## src/rtl/register_file_pkg.sv

```systemverilog
// Shared constants for the MIPS general-purpose register file: sizes and
// architectural register aliases.
package register_file_pkg;

  localparam int DEF_WIDTH  = 32;
  localparam int DEF_ADDR_W = 5;
  localparam int REG_COUNT  = 32;

  localparam int REG_ZERO = 0;
  localparam int REG_AT   = 1;
  localparam int REG_V0   = 2;
  localparam int REG_A0   = 4;
  localparam int REG_T0   = 8;
  localparam int REG_S0   = 16;
  localparam int REG_GP   = 28;
  localparam int REG_SP   = 29;
  localparam int REG_FP   = 30;
  localparam int REG_RA   = 31;

endpackage

```

## src/rtl/register_file_if.sv

```systemverilog
// Bus bundle between the writeback stage (write port), the decode stage
// (read ports) and the register file.
interface register_file_if #(
  parameter int WIDTH  = 32,
  parameter int ADDR_W = 5
);
  // Write port has no backpressure: a write with we=1 is taken on every rising
  // clk. wr_ack is high for the one cycle after a write to a nonzero register.
  // Read ports are combinational, with no handshake.
  logic              we;
  logic [ADDR_W-1:0] wa;
  logic [WIDTH-1:0]  wd;
  logic [ADDR_W-1:0] ra0;
  logic [WIDTH-1:0]  rd0;
  logic [ADDR_W-1:0] ra1;
  logic [WIDTH-1:0]  rd1;
  logic              wr_ack;

  modport master (output we, wa, wd, ra0, ra1, input rd0, rd1, wr_ack);
  modport slave  (input we, wa, wd, ra0, ra1, output rd0, rd1, wr_ack);
endinterface

```

## src/rtl/register_file_demux.sv

```systemverilog
// One-hot address decoder for the register-file write path. This is the
// write-side counterpart of the read-side operand muxes.
module demux_1toN
  import register_file_pkg::*;
#(
  parameter int ADDR_W = DEF_ADDR_W
) (
  input  logic                 en,
  input  logic [ADDR_W-1:0]    sel,
  output logic [2**ADDR_W-1:0] onehot
);

  always_comb begin
    onehot = '0;
    if (en) onehot[sel] = 1'b1;
  end

endmodule

```

## src/rtl/register_file.sv

```systemverilog
// MIPS register file: 2**ADDR_W x WIDTH, two combinational read ports and one
// clocked write port. Register $zero always reads 0.
module register_file
  import register_file_pkg::*;
#(
  parameter int WIDTH         = DEF_WIDTH,
  parameter int ADDR_W        = DEF_ADDR_W,
  parameter int WRITE_THROUGH = 1
) (
  input  logic           clk,
  input  logic           rst_n,
  register_file_if.slave bus
);

  localparam int DEPTH = 2**ADDR_W;

  logic [WIDTH-1:0] regs [DEPTH];
  logic [DEPTH-1:0] wr_sel;
  logic             wr_en;

  // Writes to $zero are dropped here, so they never enable a register,
  // never raise wr_ack and never bypass.
  assign wr_en = bus.we && (bus.wa != '0);

  demux_1toN #(.ADDR_W(ADDR_W)) u_wr_demux (
    .en     (wr_en),
    .sel    (bus.wa),
    .onehot (wr_sel)
  );

  always_ff @(posedge clk or negedge rst_n) begin
    if (!rst_n) begin
      for (int i = 0; i < DEPTH; i++) regs[i] <= '0;
    end else begin
      for (int i = 0; i < DEPTH; i++) begin
        if (wr_sel[i]) regs[i] <= bus.wd;
      end
    end
  end

  always_ff @(posedge clk or negedge rst_n) begin
    if (!rst_n) bus.wr_ack <= 1'b0;
    else        bus.wr_ack <= wr_en;
  end

  // When the read address matches an in-flight write, the write data is
  // forwarded so decode sees the writeback value in the same cycle.
  always_comb begin
    bus.rd0 = '0;
    if (bus.ra0 != '0) bus.rd0 = regs[bus.ra0];
    if ((WRITE_THROUGH != 0) && wr_en && (bus.ra0 == bus.wa)) bus.rd0 = bus.wd;
  end

  always_comb begin
    bus.rd1 = '0;
    if (bus.ra1 != '0) bus.rd1 = regs[bus.ra1];
    if ((WRITE_THROUGH != 0) && wr_en && (bus.ra1 == bus.wa)) bus.rd1 = bus.wd;
  end

endmodule

```

## src/flat_wrapper.sv

```systemverilog
// flat-port wrapper written by rule: the top's interface ports become plain ports
module register_file_flat import register_file_pkg::*;
#(
  parameter int WIDTH         = DEF_WIDTH,
  parameter int ADDR_W        = DEF_ADDR_W,
  parameter int WRITE_THROUGH = 1
)
  (clk, rst_n, bus_we, bus_wa, bus_wd, bus_ra0, bus_ra1, bus_rd0, bus_rd1, bus_wr_ack);
  register_file_if #(.WIDTH(WIDTH), .ADDR_W(ADDR_W)) bus_i ();
  input  logic clk;
  input  logic rst_n;
  input wire logic [$bits(bus_i.we)-1:0] bus_we;
  input wire logic [$bits(bus_i.wa)-1:0] bus_wa;
  input wire logic [$bits(bus_i.wd)-1:0] bus_wd;
  input wire logic [$bits(bus_i.ra0)-1:0] bus_ra0;
  input wire logic [$bits(bus_i.ra1)-1:0] bus_ra1;
  output wire logic [$bits(bus_i.rd0)-1:0] bus_rd0;
  output wire logic [$bits(bus_i.rd1)-1:0] bus_rd1;
  output wire logic [$bits(bus_i.wr_ack)-1:0] bus_wr_ack;
  assign bus_i.we = bus_we;
  assign bus_i.wa = bus_wa;
  assign bus_i.wd = bus_wd;
  assign bus_i.ra0 = bus_ra0;
  assign bus_i.ra1 = bus_ra1;
  assign bus_rd0 = bus_i.rd0;
  assign bus_rd1 = bus_i.rd1;
  assign bus_wr_ack = bus_i.wr_ack;
  register_file #(.WIDTH(WIDTH), .ADDR_W(ADDR_W), .WRITE_THROUGH(WRITE_THROUGH)) u_core (.clk(clk), .rst_n(rst_n), .bus(bus_i));
endmodule
```

## config.mk

```make
export PLATFORM = sky130hd
export DESIGN_NAME = register_file_flat
export DESIGN_NICKNAME = d
export VERILOG_FILES = /design/src/rtl/register_file_pkg.sv /design/src/rtl/register_file_if.sv /design/src/rtl/register_file_demux.sv /design/src/rtl/register_file.sv /design/src/flat_wrapper.sv
export SDC_FILE = /design/constraint.sdc
export NUM_CORES = 2
export LEC_CHECK = 0
export BUFFER_PORTS_ARGS = -buffer_cell sky130_fd_sc_hd__clkbuf_2
export CELL_PAD_IN_SITES_DETAIL_PLACEMENT = 1
export CELL_PAD_IN_SITES_GLOBAL_PLACEMENT = 1
export CORE_ASPECT_RATIO = 2
export CORE_UTILIZATION = 46
export CTS_CLUSTER_DIAMETER = 150
export DETAILED_ROUTE_END_ITERATION = 8
export HOLD_SLACK_MARGIN = 0.06
export PLACE_DENSITY = 0.74
export SLEW_MARGIN = 20
export SYNTH_ARGS = -nofsm -noshare
export SYNTH_HDL_FRONTEND = slang
export SYNTH_HIERARCHICAL = 1
export SYNTH_SLANG_ARGS = --single-unit
```

## constraint.sdc

```tcl
create_clock -name clk -period 2.9 [get_ports clk]
set_clock_uncertainty 0.15 [all_clocks]
set_input_delay 0.435 -clock clk [delete_from_list [all_inputs] [get_ports clk]]
set_output_delay 0.435 -clock clk [all_outputs]
set_load 0.005 [all_outputs]
```

## Word-level counts from Yosys, hierarchy flattened

Index checks and enable logic that the tools add are counted.

| cells by class | value |
|---|---|
| $mul | 0 |
| add/sub/neg operators | 0 |
| bitwise gates (word level) | 2 |
| $lt $le $gt $ge | 4 |
| reduce and logical (&&, ||, !) cells | 7 |
| multiplexer cells | 13 |
| shift-type cells | 0 |
| divide/modulo/power cells | 0 |
| equal/unequal tests | 2 |

Operator list:

| cell | count |
|---|---|
| binary-select mux 32 bit (select 5 bit) | 2 |
| two-way mux 32 bit | 9 |
| nonzero test 5 bit | 3 |
| >= comparator 6 bit, second input constant | 2 |
| inverter 5 -> 6 bit | 2 |
| equality test 5 bit | 2 |
| less-than comparator 5 x 6 -> 1 bit, second input constant | 1 |
| demux 1 bit (select 5 bit) | 1 |
| >= comparator 5 x 1 -> 1 bit, second input constant | 1 |
| logical AND 1 bit | 4 |
| two-way mux 1 bit | 1 |

| word-level totals | value |
|---|---|
| memories | 0 |
| word-level logic and storage cells | 61 |
| bits in latches | 0 |
| ROM bits | 0 |
| register bits after elaboration | 1,025 |
| output and inout port bits | 65 |
| RAM bits | 0 |

## Longest topological paths before layout

| depth | value |
|---|---|
| word-level depth | 6 |
| mapped depth | 10 |

## By module

Netlist, hierarchy kept.

By module, submodules not included:

| module | times used | area an instance (um^2) | seq. area each (um^2) | cells each |
|---|---|---|---|---|
| register_file | 1 | 54,728.7 | 25,649.6 | 3,646 |
| demux_1toN | 1 | 230.2 | 0.0 | 47 |

## Least setup slack after synthesis

OpenSTA, ideal clock, no wires.

| timing path | value |
|---|---|
| path kind | input port to output port |
| from | in bus_ra0[0] |
| to | out bus_rd0[17] |
| data required time | 2.315 ns |
| cell stages on the path | 8 |
| arrival time | 2.080 ns |
| setup slack | 0.235 ns |
| path through | buf_2 > buf_6 > buf_4 > buf_2 > mux4_2 > o22ai_1 > nor3_1 > a22o_1 |

| between the ends | value |
|---|---|
| word-level cells in the longest chain between the ends | 6 |
| elaborated cells on any way between the ends | 9 |
| those cells by class | eq/ne: 1; mux: 5; bitwise: 1; reduce/logical: 2 |

Ends and longest elaborated chain:

| item | RTL line | text |
|---|---|---|
| start: declaration | flat_wrapper.sv:15 | `input wire logic [$bits(bus_i.ra0)-1:0] bus_ra0;` |
| inverter 5 -> 6 bit (not written as such) | register_file.sv:50 | `if (bus.ra0 != '0) bus.rd0 = regs[bus.ra0];` |
| binary-select mux 32 bit (select 5 bit) | register_file.sv:50 |  |
| two-way mux 32 bit (not written as such) (2 in series) | register_file.sv:50 |  |
| two-way mux 32 bit | register_file.sv:50 |  |
| two-way mux 32 bit (*) | register_file.sv:51 | `if ((WRITE_THROUGH != 0) && wr_en && (bus.ra0 == bus.wa)) bus.rd0 = bus.wd;` |
| end: declaration | flat_wrapper.sv:17 | `output wire logic [$bits(bus_i.rd0)-1:0] bus_rd0;` |

Every way passes the cells marked *; elsewhere a longest branch is shown, timed or not. The select of a mux whose other input is x is not followed.

## Worst setup path after layout

| timing path | value |
|---|---|
| from | reg u_core/regs[328] (netlist bit) |
| to | out bus_rd0[8] |

| between the ends | value |
|---|---|
| word-level cells in the longest chain between the ends | 5 |

Ends and longest elaborated chain:

| item | RTL line | text |
|---|---|---|
| start: declaration | register_file.sv:17 | `logic [WIDTH-1:0] regs [DEPTH];` |
| start signal: indexed assignment | register_file.sv:36 | `if (wr_sel[i]) regs[i] <= bus.wd;` |
| binary-select mux 32 bit (select 5 bit) | register_file.sv:50 |  |
| two-way mux 32 bit (not written as such) (2 in series) | register_file.sv:50 |  |
| two-way mux 32 bit | register_file.sv:50 |  |
| two-way mux 32 bit | register_file.sv:51 |  |

No other way between the ends. The select of a mux whose other input is x is not followed.

==> reports/results.ini <==
[run_status]
status = finished, violations left
violations = setup timing

[setup_path]
crit_arrival_ps = 2890
cp-end-kind = primary output
path_max_fanout = 3
cp-start-kind = flip-flop
max_stage_delay_ps = 530
crit_type = reg2out
slowest_stage = mux2i_1
required_ps = 2320
path_cells = mux4_2 > mux2i_1 > a211oi_1 > a22o_2 > clkbuf_2

[cells_and_area]
finalNonFillerCells = 5690
drive_above_1_share = 0.625
fin_nets = 4127
fillers = 10843
area_growth_syn_to_layout_pct = 23.0

[floorplan]
rows = 179
die_area_um2 = 121000
initial_utilization = 0.463
dieHeight_um = 491
ios = 115
die_w_um = 246
core_um2 = 119000

[clock_tree]
cts.sinks = 1025
clk_latency_ps = 710
cts_tree = done
clockRootBuffer = clkbuf_16
cts_buffers = 93
cts_buffer_depth = 3
htree_levels = 3
cts.clk_slew.worst_paths_ps = 70

[global_routing]
grt_start_max_net_pins = 85
grt_remaining_overflow = 0
grt_pass1_wl_mm = 316
grt_util_all_layers = 0.365
antenna_found_initial = 9
grt_pass1_vias = 44242

[logic_synthesis]
yosys.area.top_type = dfrtp_1
synth.distinct_cells = 45
syn_nets = 3743
yosysWarnings = 6
synth-edff-count = 0
netlist_instances = 3693
synth_top_area_frac = 0.467
yosys_most_used_dff = dfrtp_1
synth-seq-cells = 1025
async_reset_ff_frac = 1.00
synth_area_um2 = 55000
syn_avg_cell_area_um2 = 14.9
ys_top_cells_by_area = dfrtp_1 47%, mux2_2 22%, mux4_2 18%, mux2i_1 3.2%, clkbuf_1 1.5%
seq_area_frac_synth = 0.467

[job]
drv_cap = 0

[drt]
route.met2.wl_mm = 107
wl_met1_mm = 75.1
drt_pass1_iterations = 5
via_count = 40014
drt_iter0_markers = 3724
ant_nets = 0
wl_met3_mm = 18.7
wl_per_cell_um = 38.8
drc_errors = 0
wl_mm = 221
vias_per_cell = 7.03
maxUsedRoutingLayer = met5

[placement]
hpwl_mm = 139
port_buffers = 114
place.gp.congestion = 0.891
dp_cells = 5360

[sta]
relSlewSlack = 0.346
timing.final.ws_setup_ps = -576
fmaxAchievable_ghz = 0.288
finalHoldViolCount = 0
tns_ps = -13640
slew_viol_final = 0
period_share = 1.20
setup_viol = 64
worst_pin_slew_ps = 981
layout_min_cycle_time_ps = 3480
rsz0062_at_grt = yes

[pwr]
p_leak_uw = 0.0294
ir_drop_mv = 0.471
power_density_nw_per_um2 = 648

[worst_hold_path]
hold_path_class = in2async

[per-layer routing]
layer | vias up | global-route usage
met1 | 21491 | 0.420
met5 | - | 0
met4 | 10 | 0.279
met2 | 2454 | 0.586
li1 | 15054 | -
met3 | 1005 | 0.0865
[layout by cell type (no fill, tap or decap), drive strengths merged, types with 2 or more instances in the layout]
cell / n
nand4b: 3
mux2: 1081
a32o: 33
nor2: 36
a211oi: 44
bufbuf: 4
clkinvlp: 2
nand2: 96
bufinv: 11
o22ai: 82
o221ai: 37
xor2: 2
o211ai: 13
a22oi: 33
mux2i: 173
dfrtp: 1025
a221o: 10
nand4bb: 3
mux4: 449
nor3: 22
or3: 2
diode: 2
xnor2: 8
nor2b: 10
o21ai: 18
nand3: 3
clkinv: 21
dlygate4sd3: 9
clkbuf: 234
inv: 3
buf: 603
a22o: 30
a21oi: 35
nand2b: 3
nand3b: 2
[per-stage QoR]
step	power (µW)	utilization	hold WS [ps]	worst slack, ps	instance area, µm²
global placement	28300	0.519	280	-406	61600
global route	45100	0.569	123	-587	67600
floorplan	25300	-	-10.6	235	55000
CTS	43200	0.562	80.5	-438	66800
finish	43800	0.569	112	-576	67600
detailed placement	29000	0.519	288	-430	61600
[repair_timing]
action / 4_1_cts / 5_1_grt
hold buffers: 9 / 0
resized for setup: 210 / 94
pin swaps: 85 / 39
hold endpoints to repair: 362 / 0
buffers inserted: 108 / 38
endpoints found under the setup margin: 64 / 64
gates cloned: 7 / 6
[cells by family after synthesis]
logic type	Yosys count	synth area share
buffers and inverters	430	0.0340
AO/OA/AOI/OAI	338	0.0454
AND/OR/NAND/NOR	187	0.0153
XOR/XNOR	10	0.00159
flip-flops	1025	0.467
multiplexers	1703	0.437
[state kept, by name, indices dropped and copies added, names as in the netlist]
signal	cells
u_core/regs	1024
u_core/bus.wr_ack	1
[final cells by class]
class,instances,area [µm²],area share
flip-flops and latches,1025,25600,0.379
repair buffers,718,8170,0.121
clock buffers,132,2750,0.0407
diodes,2,5.00,0.0000740
well taps,1538,1920,0.0285
multi-input cells,2238,28600,0.423
inverters,1,3.75,0.0000555
clock inverters,36,502,0.00742
[final timing paths]
check	start	end	slack [ps]	depth (start not counted)
worst max-delay path	u_core/regs[328]	bus_rd0[8]	-580	5
worst min-delay path	rst_n	u_core/regs[269]	110	2
worst max register to register	u_core/regs[255]	u_core/regs[255]	1710	3
worst min register to register	u_core/regs[425]	u_core/regs[425]	380	1
max in group asynchronous	rst_n	u_core/regs[803]	1350	4
min in group clk	bus_wd[8]	u_core/regs[744]	130	2
[worst max-delay path: cells and delay by family, from the launching register on]
family                 cells  cell delay (ps)
multiplexers               2             1010
buffers and inverters      1              140
AO/OA/AOI/OAI              2              570
flip-flops                 1              430
[report_power, final]
group | switching [µW] | internal (µW)
Clock | 5920 | 7600
Sequential | 2510 | 17100
Combinational | 4370 | 6290
[synthesized netlist by cell type (2+ instances only)]
cell          n
o21ai_0      17
buf_2        72
a211oi_1     44
nand3_1       3
buf_1       110
mux2_2     1081
xnor2_1       8
or3_1         2
nor3_1       22
a32o_1       33
a221o_1      10
nor2_1       36
a21oi_1      34
nand4bb_1     3
mux4_2      449
mux2i_1     173
nand4b_1      3
nand2_1      96
o211ai_1     13
clkbuf_1    215
dfrtp_1    1025
nand3b_1      2
o22ai_1      82
a22oi_1      33
o221ai_1     37
a22o_1       30
nand2b_1      3
buf_4        19
xor2_1        2
buf_6        12
nor2b_1      10
Power figures use the tool's default switching activity.
